### src/rtl/hazard_scoreboard_if.sv
// hazard_scoreboard_if: decode/writeback/stall bundle between the decode stage and the hazard scoreboard
interface hazard_scoreboard_if #(
    parameter int INF_W = 3
);
    logic [4:0]       ra;
    logic [4:0]       rb;
    logic             rs1_used;
    logic             rs2_used;
    logic [4:0]       rd;
    logic             regw;
    logic             serialize;
    logic             issue_fire;
    logic             wb_valid;
    logic             wb_regw;
    logic [4:0]       wb_waddr;
    logic             stall;
    logic             busy;
    logic [INF_W-1:0] inflight;
    logic             err;

    modport master (
        output ra, rb, rs1_used, rs2_used, rd, regw, serialize, issue_fire,
        output wb_valid, wb_regw, wb_waddr,
        input  stall, busy, inflight, err
    );

    modport slave (
        input  ra, rb, rs1_used, rs2_used, rd, regw, serialize, issue_fire,
        input  wb_valid, wb_regw, wb_waddr,
        output stall, busy, inflight, err
    );
endinterface

### src/rtl/hazard_scoreboard.sv
// hazard_scoreboard: per-register pending-write counters and in-flight count that stall decode on hazards
module hazard_scoreboard #(
    parameter int NREG         = 16,
    parameter int CNT_W        = 2,
    parameter int MAX_INFLIGHT = 4,
    parameter int INF_W        = 3
) (
    input logic                clk,
    input logic                rst,
    hazard_scoreboard_if.slave sb
);
    localparam logic [CNT_W-1:0] CMAX = '1;

    logic [CNT_W-1:0] cnt_q [NREG];
    logic [CNT_W-1:0] cnt_d [NREG];
    logic [INF_W-1:0] inflight_q;
    logic [INF_W-1:0] inflight_d;
    logic             err_q;
    logic             err_d;
    logic             stall;
    logic             issue;
    logic             wb_hit_zero;

    // Stall from registered state only, then next-state of every counter and the sticky error
    always_comb begin
        stall = (inflight_q == INF_W'(MAX_INFLIGHT)) || (sb.serialize && inflight_q != '0);
        wb_hit_zero = 1'b0;
        cnt_d[0] = '0;
        for (int r = 1; r < NREG; r++) begin
            stall = stall
                  | (sb.rs1_used && sb.ra == 5'(r) && cnt_q[r] != '0)
                  | (sb.rs2_used && sb.rb == 5'(r) && cnt_q[r] != '0)
                  | (sb.regw && sb.rd == 5'(r) && cnt_q[r] == CMAX);
        end
        issue = sb.issue_fire && !stall;
        for (int r = 1; r < NREG; r++) begin
            wb_hit_zero = wb_hit_zero | (sb.wb_valid && sb.wb_regw && sb.wb_waddr == 5'(r) && cnt_q[r] == '0);
            cnt_d[r] = cnt_q[r]
                     + CNT_W'(issue && sb.regw && sb.rd == 5'(r))
                     - CNT_W'(sb.wb_valid && sb.wb_regw && sb.wb_waddr == 5'(r) && cnt_q[r] != '0);
        end
        inflight_d = inflight_q + INF_W'(issue) - INF_W'(sb.wb_valid && inflight_q != '0);
        err_d = err_q | (sb.issue_fire && stall) | (sb.wb_valid && inflight_q == '0) | wb_hit_zero;
    end

    // Tracking state; reset discards everything outstanding
    always_ff @(posedge clk) begin
        if (rst) begin
            cnt_q      <= '{default: '0};
            inflight_q <= '0;
            err_q      <= 1'b0;
        end else begin
            cnt_q      <= cnt_d;
            inflight_q <= inflight_d;
            err_q      <= err_d;
        end
    end

    assign sb.stall    = stall;
    assign sb.busy     = inflight_q != '0;
    assign sb.inflight = inflight_q;
    assign sb.err      = err_q;
endmodule
### src/flat_wrapper.sv
// flat-port wrapper written by rule: the top's interface ports become plain ports
module hazard_scoreboard_flat 
#(
    parameter int NREG         = 16,
    parameter int CNT_W        = 2,
    parameter int MAX_INFLIGHT = 4,
    parameter int INF_W        = 3
)
  (clk, rst, sb_ra, sb_rb, sb_rs1_used, sb_rs2_used, sb_rd, sb_regw, sb_serialize, sb_issue_fire, sb_wb_valid, sb_wb_regw, sb_wb_waddr, sb_stall, sb_busy, sb_inflight, sb_err);
  hazard_scoreboard_if #(.INF_W(INF_W)) sb_i ();
  input logic clk;
  input logic rst;
  input wire logic [$bits(sb_i.ra)-1:0] sb_ra;
  input wire logic [$bits(sb_i.rb)-1:0] sb_rb;
  input wire logic [$bits(sb_i.rs1_used)-1:0] sb_rs1_used;
  input wire logic [$bits(sb_i.rs2_used)-1:0] sb_rs2_used;
  input wire logic [$bits(sb_i.rd)-1:0] sb_rd;
  input wire logic [$bits(sb_i.regw)-1:0] sb_regw;
  input wire logic [$bits(sb_i.serialize)-1:0] sb_serialize;
  input wire logic [$bits(sb_i.issue_fire)-1:0] sb_issue_fire;
  input wire logic [$bits(sb_i.wb_valid)-1:0] sb_wb_valid;
  input wire logic [$bits(sb_i.wb_regw)-1:0] sb_wb_regw;
  input wire logic [$bits(sb_i.wb_waddr)-1:0] sb_wb_waddr;
  output wire logic [$bits(sb_i.stall)-1:0] sb_stall;
  output wire logic [$bits(sb_i.busy)-1:0] sb_busy;
  output wire logic [$bits(sb_i.inflight)-1:0] sb_inflight;
  output wire logic [$bits(sb_i.err)-1:0] sb_err;
  assign sb_i.ra = sb_ra;
  assign sb_i.rb = sb_rb;
  assign sb_i.rs1_used = sb_rs1_used;
  assign sb_i.rs2_used = sb_rs2_used;
  assign sb_i.rd = sb_rd;
  assign sb_i.regw = sb_regw;
  assign sb_i.serialize = sb_serialize;
  assign sb_i.issue_fire = sb_issue_fire;
  assign sb_i.wb_valid = sb_wb_valid;
  assign sb_i.wb_regw = sb_wb_regw;
  assign sb_i.wb_waddr = sb_wb_waddr;
  assign sb_stall = sb_i.stall;
  assign sb_busy = sb_i.busy;
  assign sb_inflight = sb_i.inflight;
  assign sb_err = sb_i.err;
  hazard_scoreboard #(.NREG(NREG), .CNT_W(CNT_W), .MAX_INFLIGHT(MAX_INFLIGHT), .INF_W(INF_W)) u_core (.clk(clk), .rst(rst), .sb(sb_i));
endmodule
### config.mk
export PLATFORM = sky130hd
export DESIGN_NAME = hazard_scoreboard_flat
export DESIGN_NICKNAME = d
export VERILOG_FILES = /design/src/rtl/hazard_scoreboard_if.sv /design/src/rtl/hazard_scoreboard.sv /design/src/flat_wrapper.sv
export SDC_FILE = /design/constraint.sdc
export NUM_CORES = 1
export LEC_CHECK = 0
export CORE_MARGIN = 4
export CORE_UTILIZATION = 49
export DETAILED_ROUTE_END_ITERATION = 16
export GPL_ROUTABILITY_DRIVEN = 0
export PLACE_DENSITY_LB_ADDON = 0.3
export SETUP_SLACK_MARGIN = 0.3
export SYNTH_ARGS = -nofsm -noshare
export SYNTH_HDL_FRONTEND = slang
export SYNTH_SLANG_ARGS = --single-unit
### constraint.sdc
create_clock -name clk -period 4.35 [get_ports clk]
set_clock_uncertainty 0.1 [all_clocks]
set_input_delay 1.0875 -clock clk [delete_from_list [all_inputs] [get_ports clk]]
set_output_delay 1.0875 -clock clk [all_outputs]
set_load 0.005 [all_outputs]
==> metrics.md <==
| Metric | Value |
|---|---|
| Dominant register cell in the synthesized netlist | `dfxtp_1` |
| Number of buffers created by CTS | `5` |
| Mean area per synthesized cell | `7.83 um2` |
| Global routing's busiest layer | `met2` |
| Drc violations | `0` |
| Leakage dissipation | `1.74 nW` |
| Drt wl/cell | `16.6 um` |
| Sequential area share after synthesis | `23.8%` |
| Highest-count cells in the layout ignoring fill and taps | `nor2_1, nor3_1, buf_4` |
| Synthesized flop and latch total | `34` |
| Synthesized instance count | `366` |
| Total die area | `7140 um2` |
| Maximum ir drop on the vdd rail | `252 uV` |
| Cells along the critical path | `clkdlybuf4s15_2 > nor4b_1 > a2111oi_2 > nand4_1 > a211oi_2 > and2_1 > inv_1 > clkbuf_2` |
| Horizontal extent of the die | `84.5 um` |
| Unrepaired setup endpoints after global routing | `no` |
| Min-delay worst type | `reg -> reg` |
| Mapped Area | `2870 um2` |
| Met3 layer usage reported by global route | `6.38%` |
| Starting utilization of the core area | `51.4%` |
| WS Path Type | `in -> out` |
| Highest achievable clock rate | `255 MHz` |
| TritonCTS clock tree | `yes` |
| TritonCTS sink count | `34` |
| Layout area overhead | `32.5%` |
| Placement Cell Area | `3540 um2` |
| Final WS setup | `434 ps` |
| Post-synth ARST share | `0%` |
| Crit-path max cell delay | `380 ps` |
| Count of nets left with antenna violations after detail routing | `0` |
| Clock transition at path regs | `70 ps` |
| Number of distinct library cells after synthesis | `50` |
| Worst-case headroom to the max-slew limit | `43.0%` |
| Grt total ovfl | `0` |
| Vias in the first global route | `2,915` |
| Share of the core filled with cells in the final layout | `68.1%` |
| CTS Hold Bufs | `0` |
| Final cell area excluding filler cells | `3800 um2` |
| Largest fanout on the critical path | `5` |
| Root buffer cell | `clkbuf_8` |
| Nets | `504` |
| Post-layout minimum cycle time | `3920 ps` |
| Transition time at the pin with the least slew margin | `852 ps` |
| Antenna diodes | `0` |
| Global Route met2 Usage | `39.5%` |
| Met1 Resource Use GR | `30.8%` |
| FP Rows | `27` |
| Worst-skew pair later-pin latency | `290 ps` |
| Post-placement worst setup slack | `-228 ps` |
| Via count | `3,041` |
| Wire length of the first global-routing pass | `14,100 um` |
| Critical path required time | `3160 ps` |
| Result of the run | `completed` |
| EDFF count, synth | `0` |
| Post-route clock period utilization | `90.0%` |
| Multi-input combinational cell area | `2120 um2` |
| Global Route Usage Sum | `24.4%` |
| Mapped Nets | `428` |
| Fill cells | `472` |
| Number of warnings reported in the yosys synthesis log | `0` |
| Storage element area | `681 um2` |
| Port bufs | `34` |
| Fraction of final layout cells sized beyond drive strength 1 | `21.0%` |
| # H-tree levels | `2` |
| Initial antenna violation count | `0` |
| Detail-routed via count per cell | `5.90` |
| Largest buffer count on any clock path | `2` |
| Final Slew Violations | `0` |
| I/O Pins | `35` |
| Detailed-route wire length | `8530 um` |
| PD cells | `248 nW/um2` |
| First-pass DRT Iterations | `6` |
| Critical path endpoint category | `primary output` |
| Crit path arrival time | `2730 ps` |
| Final hold viol count | `0` |
| Maximum number of pins on one net before global-route repair | `24` |
| Max-capacitance violation count | `0` |
| HPWL reported at the end of detailed placement | `6520 um` |
| CP Launch Type | `input pin` |
| Number of endpoints failing setup at the final stage | `0` |
| Cell with the biggest individual delay on the critical path | `a2111oi_2` |
| Core Region | `5570 um2` |
| Number of DRC markers after the initial detailed-route iteration | `278` |
| Die Height | `84.5 um` |
stage by stage:
stage	TNS (ps)	cells	hold slack [ps]	power, W
after floorplan	0	366	406	0.000523
after detailed placement	-228	501	446	0.000695
final	0	515	461	0.000942
after CTS	0	515	461	0.000946
after global routing	0	515	504	0.00100
after global placement	-247	501	435	0.000690
state kept, by name, summed over array words and instances (netlist names):
register	count
u_core.sb.inflight	3
u_core.cnt_q	30
u_core.sb.err	1
layer usage:
metal,part of all wire (%),up-vias
li1,-,1434
met1,42,1404
met2,45,168
met3,9.1,35
met4,4.1,0
met5,0,-
cell families after synthesis:
group | count (synthesis) | synth area share, %
AOI/OAI and AO/OA | 42 | 10.1
xor gates and xnor gates | 32 | 9.78
adders and majority gates | 33 | 14.7
buffers and inverters | 50 | 7.07
DFF | 34 | 23.8
muxes | 1 | 0.349
and+or+nand+nor | 174 | 34.2
cells in the mapped netlist (2+ instances only):
cell type	count	area share, %
a211oi_1	7	1.8
a21oi_1	5	0.87
a31oi_1	4	0.87
and2_1	2	0.44
and4_1	2	0.61
buf_6	2	0.79
clkbuf_1	9	1.2
dfxtp_1	34	24
ha_1	32	14
inv_1	39	5.1
nand2_1	12	1.6
nand2b_1	4	0.87
nand3_1	6	1.0
nand3b_1	4	1.0
nand4_1	3	0.66
nand4b_1	3	0.92
nor2_1	41	5.4
nor2b_1	19	4.1
nor3_1	45	7.9
nor3_2	6	2.1
nor3b_1	2	0.52
nor4_1	7	1.5
nor4bb_1	3	1.0
o211ai_1	2	0.52
o21ai_0	9	1.6
o22ai_1	6	1.3
o32a_1	2	0.70
or2_0	2	0.44
or3_1	2	0.44
or3b_2	2	0.61
xnor2_1	17	5.2
xor2_1	15	4.6
worst paths after layout:
kind / start / endpoint / cells after the start / slack (ps)
setup / recovery: sb_ra[3] / sb_stall / 8 / 430
hold / removal: u_core.cnt_q[9] / u_core.cnt_q[9] / 2 / 460
setup reg to reg: u_core.cnt_q[15] / u_core.cnt_q[23] / 13 / 1020
hold reg to reg: u_core.cnt_q[9] / u_core.cnt_q[9] / 2 / 460
report_power, final:
group          switching, W  internal, W
sequential        0.0000189     0.000329
clock              0.000117     0.000128
combinational      0.000163     0.000187
total              0.000299     0.000643
what timing repair did:
action	4_1_cts	5_1_grt
gates cloned	1	0
gates resized for setup	55	22
setup endpoints to repair	1	1
pin swaps	15	6
buffers inserted	5	0
critical path: cells and delay by family:
kind	cells	cell delay, ps
AO/OA/AOI/OAI	2	710
buffers and inverters	3	390
AND/OR/NAND/NOR	3	530
layout make-up:
class,instances,area share (%)
Tap cell,72,2.37
Clock buffer,7,2.27
Timing Repair Buffer,80,17.5
Inverter,39,3.86
Clock inverter,1,0.132
Sequential cell,34,17.9
Multi-Input combinational cell,282,55.9
No activity file was read; power rests on OpenSTA's default activity.
